File: config.mk
export PLATFORM = sky130hd
export DESIGN_NAME = hand_tracker
export DESIGN_NICKNAME = d
export VERILOG_FILES = /design/src/rtl/hand_tracker.sv
export SDC_FILE = /design/constraint.sdc
export NUM_CORES = 1
export LEC_CHECK = 0
export ABC_AREA = 0
export CAP_MARGIN = 15
export CORE_ASPECT_RATIO = 0.75
export CORE_MARGIN = 3
export CORE_UTILIZATION = 54
export CTS_BUF_LIST = sky130_fd_sc_hd__clkbuf_4
export DETAILED_ROUTE_END_ITERATION = 6
export PLACE_DENSITY = 0.89
export SLEW_MARGIN = 20
export SYNTH_ARGS = -nofsm -noshare
export SYNTH_HDL_FRONTEND = slang
export SYNTH_SLANG_ARGS = --single-unit
File: constraint.sdc
create_clock -name i_clk -period 9 [get_ports i_clk]
set_input_delay 1.8 -clock i_clk [delete_from_list [all_inputs] [get_ports i_clk]]
set_output_delay 1.8 -clock i_clk [all_outputs]
set_load 0.005 [all_outputs]
File: src/rtl/hand_tracker.sv
// hand_tracker: per-player card hand. Holds up to MAX_CARDS rank codes and
// keeps the hard total and an ace flag. All derived flags are decoded
// combinationally from those registers. The hand closes itself when play
// must stop: bust, a 21, a full hand, or the player standing.
module hand_tracker #(
  parameter  int MAX_CARDS = 5,
  parameter  int CARD_W    = 4,
  parameter  int SUM_W     = 6,
  localparam int CNT_W     = $clog2(MAX_CARDS + 1)
) (
  input  logic                        i_clk,
  input  logic                        i_reset_n,
  input  logic                        i_add_valid,
  input  logic [CARD_W-1:0]           i_new_card,
  output logic                        o_add_ready,
  input  logic                        i_stand,
  output logic [MAX_CARDS*CARD_W-1:0] o_cards,
  output logic [CNT_W-1:0]            o_num_cards,
  output logic [SUM_W-1:0]            o_hard_sum,
  output logic [SUM_W-1:0]            o_best_sum,
  output logic                        o_soft,
  output logic                        o_bust,
  output logic                        o_blackjack,
  output logic                        o_charlie,
  output logic                        o_done,
  output logic                        o_reject
);

  typedef enum logic {OPEN, DONE} state_t;

  state_t                        state;
  logic [MAX_CARDS*CARD_W-1:0]   cards_q;
  logic [CNT_W-1:0]              num_q;
  logic [SUM_W-1:0]              hard_q;
  logic                          ace_q;
  logic                          reject_q;

  logic                          rank_legal;
  logic                          accept;
  logic [CARD_W-1:0]             value;
  logic [SUM_W:0]                sum_ext;
  logic [SUM_W-1:0]              next_hard;
  logic [CNT_W-1:0]              next_num;
  logic                          next_ace;
  logic                          close_hand;

  // An Ace counts 11 only when that cannot push the hand past 21.
  function automatic logic soft_of(input logic [SUM_W-1:0] h, input logic a);
    return a && (h <= SUM_W'(11));
  endfunction

  function automatic logic [SUM_W-1:0] best_of(input logic [SUM_W-1:0] h, input logic a);
    return soft_of(h, a) ? h + SUM_W'(10) : h;
  endfunction

  // Accept decision and post-accept values used to decide closing the hand.
  always_comb begin
    // NOTE: every always_comb output gets a default first so no path leaves it unassigned (no latch).
    rank_legal = (i_new_card != '0) && (i_new_card <= CARD_W'(13));
    accept     = i_add_valid && (state == OPEN) && rank_legal;
    value      = (i_new_card > CARD_W'(10)) ? CARD_W'(10) : i_new_card;
    sum_ext    = {1'b0, hard_q} + (SUM_W + 1)'(value);
    // Saturate rather than wrap; unreachable with legal parameters.
    next_hard  = sum_ext[SUM_W] ? '1 : sum_ext[SUM_W-1:0];
    next_num   = num_q + CNT_W'(1);
    next_ace   = ace_q || (i_new_card == CARD_W'(1));
    close_hand = i_stand;
    if (accept &&
        ((next_hard > SUM_W'(21)) ||
         (best_of(next_hard, next_ace) == SUM_W'(21)) ||
         (next_num == CNT_W'(MAX_CARDS)))) begin
      close_hand = 1'b1;
    end
  end

  // Hand state, storage and reject pulse.
  always_ff @(posedge i_clk) begin
    // NOTE: card storage is reset too, because unused slots must read back as 0.
    if (!i_reset_n) begin
      state    <= OPEN;
      cards_q  <= '0;
      num_q    <= '0;
      hard_q   <= '0;
      ace_q    <= 1'b0;
      reject_q <= 1'b0;
    end else begin
      // NOTE: non-blocking assignments so every register updates from pre-edge values.
      reject_q <= i_add_valid && ((state != OPEN) || !rank_legal);
      if (state == OPEN) begin
        if (accept) begin
          for (int k = 0; k < MAX_CARDS; k++) begin
            if (num_q == CNT_W'(k)) cards_q[k*CARD_W +: CARD_W] <= i_new_card;
          end
          num_q  <= next_num;
          hard_q <= next_hard;
          ace_q  <= next_ace;
        end
        if (close_hand) state <= DONE;
      end
    end
  end

  // Outputs decoded from the registered hand.
  always_comb begin
    o_add_ready = (state == OPEN);
    o_cards     = cards_q;
    o_num_cards = num_q;
    o_hard_sum  = hard_q;
    o_best_sum  = best_of(hard_q, ace_q);
    o_soft      = soft_of(hard_q, ace_q);
    o_bust      = hard_q > SUM_W'(21);
    o_blackjack = (num_q == CNT_W'(2)) && (best_of(hard_q, ace_q) == SUM_W'(21));
    o_charlie   = (num_q == CNT_W'(MAX_CARDS)) && !(hard_q > SUM_W'(21));
    o_done      = (state == DONE);
    o_reject    = reject_q;
  end

endmodule

======== After elaboration in Yosys (flattened, before gate mapping) ========
Index checks and enable logic that the tools add are counted.
cells by class
  add/sub/neg operators ................... 4
  magnitude comparators ................... 6
  eq/ne operators ......................... 9
  mux-type cells .......................... 7
  bitwise logic cells ..................... 1
  reduce and logical (&&, ||, !) cells .... 23
operators with widths
  cell                                                                   count
  6-bit 2-to-1 mux                                                       3
  3-bit AND reduction                                                    5
  6-bit by 4-bit adder with 6-bit output, second input constant          2
  6-bit by 5-bit equality test with 1-bit output, second input constant  2
  6-bit by 5-bit > comparator with 1-bit output, second input constant   2
  6-bit by 4-bit <= comparator with 1-bit output, second input constant  2
  3-bit equality test, second input constant                             3
  1-bit logical AND                                                      9
  6-bit by 4-bit adder with 7-bit output                                 1
  3-bit by 2-bit equality test with 1-bit output, second input constant  2
  4-bit by 1-bit equality test with 1-bit output, second input constant  1
  4-bit > comparator, second input constant                              1
  4-bit <= comparator, second input constant                             1
  1-bit logical OR                                                       4
  4-bit 2-to-1 mux                                                       1
  4-bit nonzero test                                                     1
  3-bit by 1-bit adder with 3-bit output, second input constant          1
  3-bit by 1-bit equality test with 1-bit output, second input constant  1
  3-bit zero test                                                        1
  1-bit 2-to-1 mux                                                       3
  1-bit zero test                                                        2
  2-bit AND reduction                                                    1
  1-bit inverter                                                         1
storage, ports and cells
  register bits ........................... 32
  bits of input ports ..................... 8
  output and inout bits ................... 42
  word-level logic and storage cells ...... 60

======== Depth between registers and ports, before layout ========
  depth after elaboration ................. 14
  gate-level depth with buffers ........... 17
  depth with buffers taken out ............ 16

======== Worst setup path after synthesis ========
No wires, ideal clock.
  path type ............................... input port to flip-flop
  from .................................... input i_new_card[1]
  to ...................................... register state, in the netlist o_done
  setup time .............................. 122 ps
  arrival ................................. 4664 ps
  data required time ...................... 8878 ps
  setup slack ............................. 4214 ps
  stages on the path ...................... 17
  buffers on the path ..................... 1
  cells stage by stage .................... buf_2 o21ai_0 and2_1 ha_1 inv_1 fa_1 nand2b_1 a21oi_1 nand3_1 nand2_1 ha_1 nor3b_1 a222oi_1 nand2_1 nand3_1 a21oi_1 o311a_1
between the ends
  word-level cells in the longest chain between the ends .. 14
  elaborated cells between the ends (all ways) .. 22
  classes of those cells .................. add/sub (2); order compare (4); eq/ne (2); mux (6); reduce/logical (8)
RTL lines
  what                                            RTL line  source
  start, declared                                 14        input logic [CARD_W-1:0] i_new_card,
  4-bit > comparator                              61        value = (i_new_card > CARD_W'(10)) ? CARD_W'(10) : i_new_card;
  4-bit 2-to-1 mux *                              61
  6-bit by 4-bit adder with 7-bit output *        62        sum_ext = {1'b0, hard_q} + (SUM_W + 1)'(value);
  6-bit 2-to-1 mux *                              64        next_hard = sum_ext[SUM_W] ? '1 : sum_ext[SUM_W-1:0];
  via next_hard[1]                                42        logic [SUM_W-1:0] next_hard;
  6-bit by 4-bit <= comparator with 1-bit output  49        return a && (h <= SUM_W'(11));
  1-bit logical AND                               49
  6-bit 2-to-1 mux                                53        return soft_of(h, a) ? h + SUM_W'(10) : h;
  6-bit by 5-bit equality test with 1-bit output  70        (best_of(next_hard, next_ace) == SUM_W'(21)) ||
  1-bit logical OR *                              69        ((next_hard > SUM_W'(21)) ||
  1-bit logical OR *                              70
  1-bit logical AND *                             68        if (accept &&
  1-bit 2-to-1 mux *                              68
  1-bit 2-to-1 mux *                              98        if (close_hand) state <= DONE;
  1-bit 2-to-1 mux *                              89        if (state == OPEN) begin
  end signal, assigned                            80        state <= OPEN;
  end signal, assigned                            98
  end, declared                                   31        state_t state;
Mark *: on every way through the listed nets, which the timed path passes. The rest lies on a longest branch.
A chain may end at the register's enable or synchronous reset.

======== Worst setup path after layout ========
  from .................................... input i_new_card[2]
  to ...................................... register state, in the netlist o_done
Same word-level chain as after synthesis.

==> impl_metrics.ini <==
[power]
p_per_area_nw_per_um2 = 156.7
ir_worst_vdd_uv = 131.4
p_leak_uw = 0.0009885

[route]
route.detailed.drc = 0
ant_nets = 0
routed_wl_mm = 4.741
drt-vias-per-instance = 5.761
vias = 1780
drt_iter0_markers = 207
firstDrtPassIters = 5
wl_per_cell_um = 15.34

[run]
maxCapViolations = 0

[synthesis]
syn_area_sq_um = 1936
yosys_warnings = 0
synth.area.top_cells = dfxtp_1 33%, ha_1 7.1%, nand3_1 5.9%, a21boi_1 5.4%, nand2_1 5.4%
synth_ff_type = dfxtp_1
ys_ff_latch = 32
synth_cell_types = 45
synth_area_leader_cell = dfxtp_1
synth_nets = 250
netlist_instances = 230
syn_area_per_cell_sq_um = 8.416
synth-edff-count = 0
synthArstFlopShare_pct = 0
yosysSeqAreaShare_pct = 33.10
synth_top_cell_area_share_pct = 33.10

[sta]
tightestPinTransition_ns = 0.9941
setup_viol = 0
finalHoldViolCount = 0
rsz0062_at_grt = false
period_share_pct = 60.25
drv_slew = 0
tns_ns = 0
slew_headroom_pct = 33.52
post-route-min-period_ns = 5.422
fmax_ghz = 0.1844
skew_ns = 0.01456

[setup_path]
crit_path_max_fanout = 11
arrival_ns = 5.67
rr_worst_depth = 14
critical_path_class = input pin to register
slowest_stage = clkdlybuf4s50_1
cp_slowest_stage_delay_ns = 0.63
r2r_end = o_done
path_cells = clkdlybuf4s50_1 -> o21ai_0 -> and2_1 -> ha_1 -> inv_1 -> fa_1 -> nand2b_1 -> a21oi_1 -> nand3_1 -> nand2_1 -> ha_1 -> nor3b_1 -> a222oi_1 -> nand2_1 -> nand3_1 -> a21oi_1 -> o311a_1
end_kind = register
cp_data_required_time_ns = 9.25
r2r-start = o_hard_sum[0]
reg2reg_slack_ns = 5.48
start_kind = input pin

[global_routing]
grt_max_degree = 33
grt_first_pass_wirelength_mm = 7.500
overflow = 0
antenna_found_initial = 0
grt_usage_pct = 22.67
grt_pass1_vias = 1580

[placed_design]
dpl.hpwl_mm = 3.337
io_buffer_count = 49
place_inst = 301
place_congestion = 0.8916

[finish]
drive_above_1_share_pct = 6.320
n_fill_cell = 275
instances_no_fill = 309
n_antenna_cell = 0
nets = 288
final_common_cell = clkdlybuf4s50_1
seqCellArea_sq_um = 640.6
layout_common_cells = 49 x clkdlybuf4s50_1, 32 x dfxtp_1, 28 x nand2_1
multi_input_area_sq_um = 1137
area_growth_pct = 26.24

[clock_tree]
cts_tree = yes
root_buffer = clkbuf_4
clk_latency_ns = 0.35
cts_resized = 0
cts_made_buffers = 5
ctsHoldBuffers = 0
post_cts_buffers = 0
htree_levels = 2
cts.clk_slew.worst_paths_ns = 0.11
cts_buffer_depth = 2
numClockSinks = 32

[status]
status = complete, no violations

[floorplan]
io_pins = 50
core-area_sq_um = 3356
start_util_pct = 57.68
die_area_sq_um = 4346
die_height_um = 57.85
die_w_um = 75.13
row_count = 18

[min_path]
min_to = o_cards[11]
min_path_type = register to register
hold_depth = 2
hp-start = o_cards[11]
==> state kept, by name (all words and copies together) (netlist names) <==
name         count
o_num_cards      3
o_reject         1
o_hard_sum       6
o_done           1
o_cards         20
ace_q            1
==> metrics by stage <==
| stage | hold slack (ns) | utilization, % | instance area [sq um] | setup slack [ns] | total power (uW) |
|---|---|---|---|---|---|
| 3_5_place_dp | 0.4449 | 70.43 | 2364 | 3.301 | 271.9 |
| 5_1_grt | 0.4829 | 72.82 | 2444 | 3.360 | 401.3 |
| 3_3_place_gp | 0.4410 | 70.43 | 2364 | 3.452 | 269.5 |
| 2_1_floorplan | 0.4514 | - | 1936 | 4.214 | 236.1 |
| 4_1_cts | 0.4605 | 72.82 | 2444 | 3.668 | 381.7 |
| 6_report | 0.4571 | 72.82 | 2444 | 3.578 | 382.9 |
==> layout make-up <==
type / count / area share, %
Timing Repair Buffer: 49 / 20.07
Sequential cell: 32 / 26.22
Clock buffer: 5 / 1.536
Tap cell: 40 / 2.048
Multi-Input combinational cell: 168 / 46.54
Inverter: 12 / 1.843
Clock inverter: 3 / 1.741
==> layer usage <==
metal  up-vias  global-route usage [%]  part of all wire (%)
met3        16                   6.932                   7.5
met1       809                   31.44                    48
met5         -                       0                     0
li1        877                       -                     -
met4         0                   7.232                   1.9
met2        78                   33.75                    43
==> Yosys cell counts, drive strengths merged, types with 3 or more instances <==
cell / instances
dfxtp: 32
nand2: 30
nand3: 25
a21boi: 16
nor2: 13
buf: 12
inv: 12
ha: 11
a21oi: 9
o21ai: 7
clkbuf: 6
nor2b: 6
mux2i: 5
nor3: 5
o211a: 5
a21o: 4
a31oi: 3
nor4b: 3
xor2: 3
==> worst max-delay path: cells and delay by family <==
| family | cells | cell delay [ns] |
|---|---|---|
| AOI/OAI and AO/OA | 5 | 1.28 |
| and+or+nand+nor | 7 | 0.97 |
| adders and majority gates | 3 | 0.92 |
| buffers and inverters | 2 | 0.69 |
==> cell families after synthesis <==
| kind of cell | after synthesis | synth area share [%] |
|---|---|---|
| fa+ha+maj | 12 | 8.145 |
| flops | 32 | 33.10 |
| xor+xnor | 5 | 2.263 |
| simple gates | 95 | 27.02 |
| mux | 6 | 3.167 |
| buf+inv | 30 | 8.144 |
| compound gates | 50 | 18.16 |
==> worst max path at each step <==
stage | start | end | slack (ns) | cells past startpoint
after floorplan | i_new_card[1] | o_done | 4.21 | 17
after global placement | i_new_card[2] | o_done | 3.45 | 17
after detailed placement | i_new_card[2] | o_done | 3.30 | 17
after CTS | i_new_card[1] | o_done | 3.67 | 17
after global routing | i_new_card[2] | o_done | 3.36 | 17
final | i_new_card[2] | o_done | 3.58 | 17
==> power by group <==
part | leakage [uW] | switching, uW | internal [uW]
combinational | 0.000687 | 59.4 | 53.0
clock | 0.0000412 | 53.2 | 57.9
sequential | 0.000260 | 10.2 | 149
total | 0.000988 | 123 | 260
(Power assumes the default switching activity.)
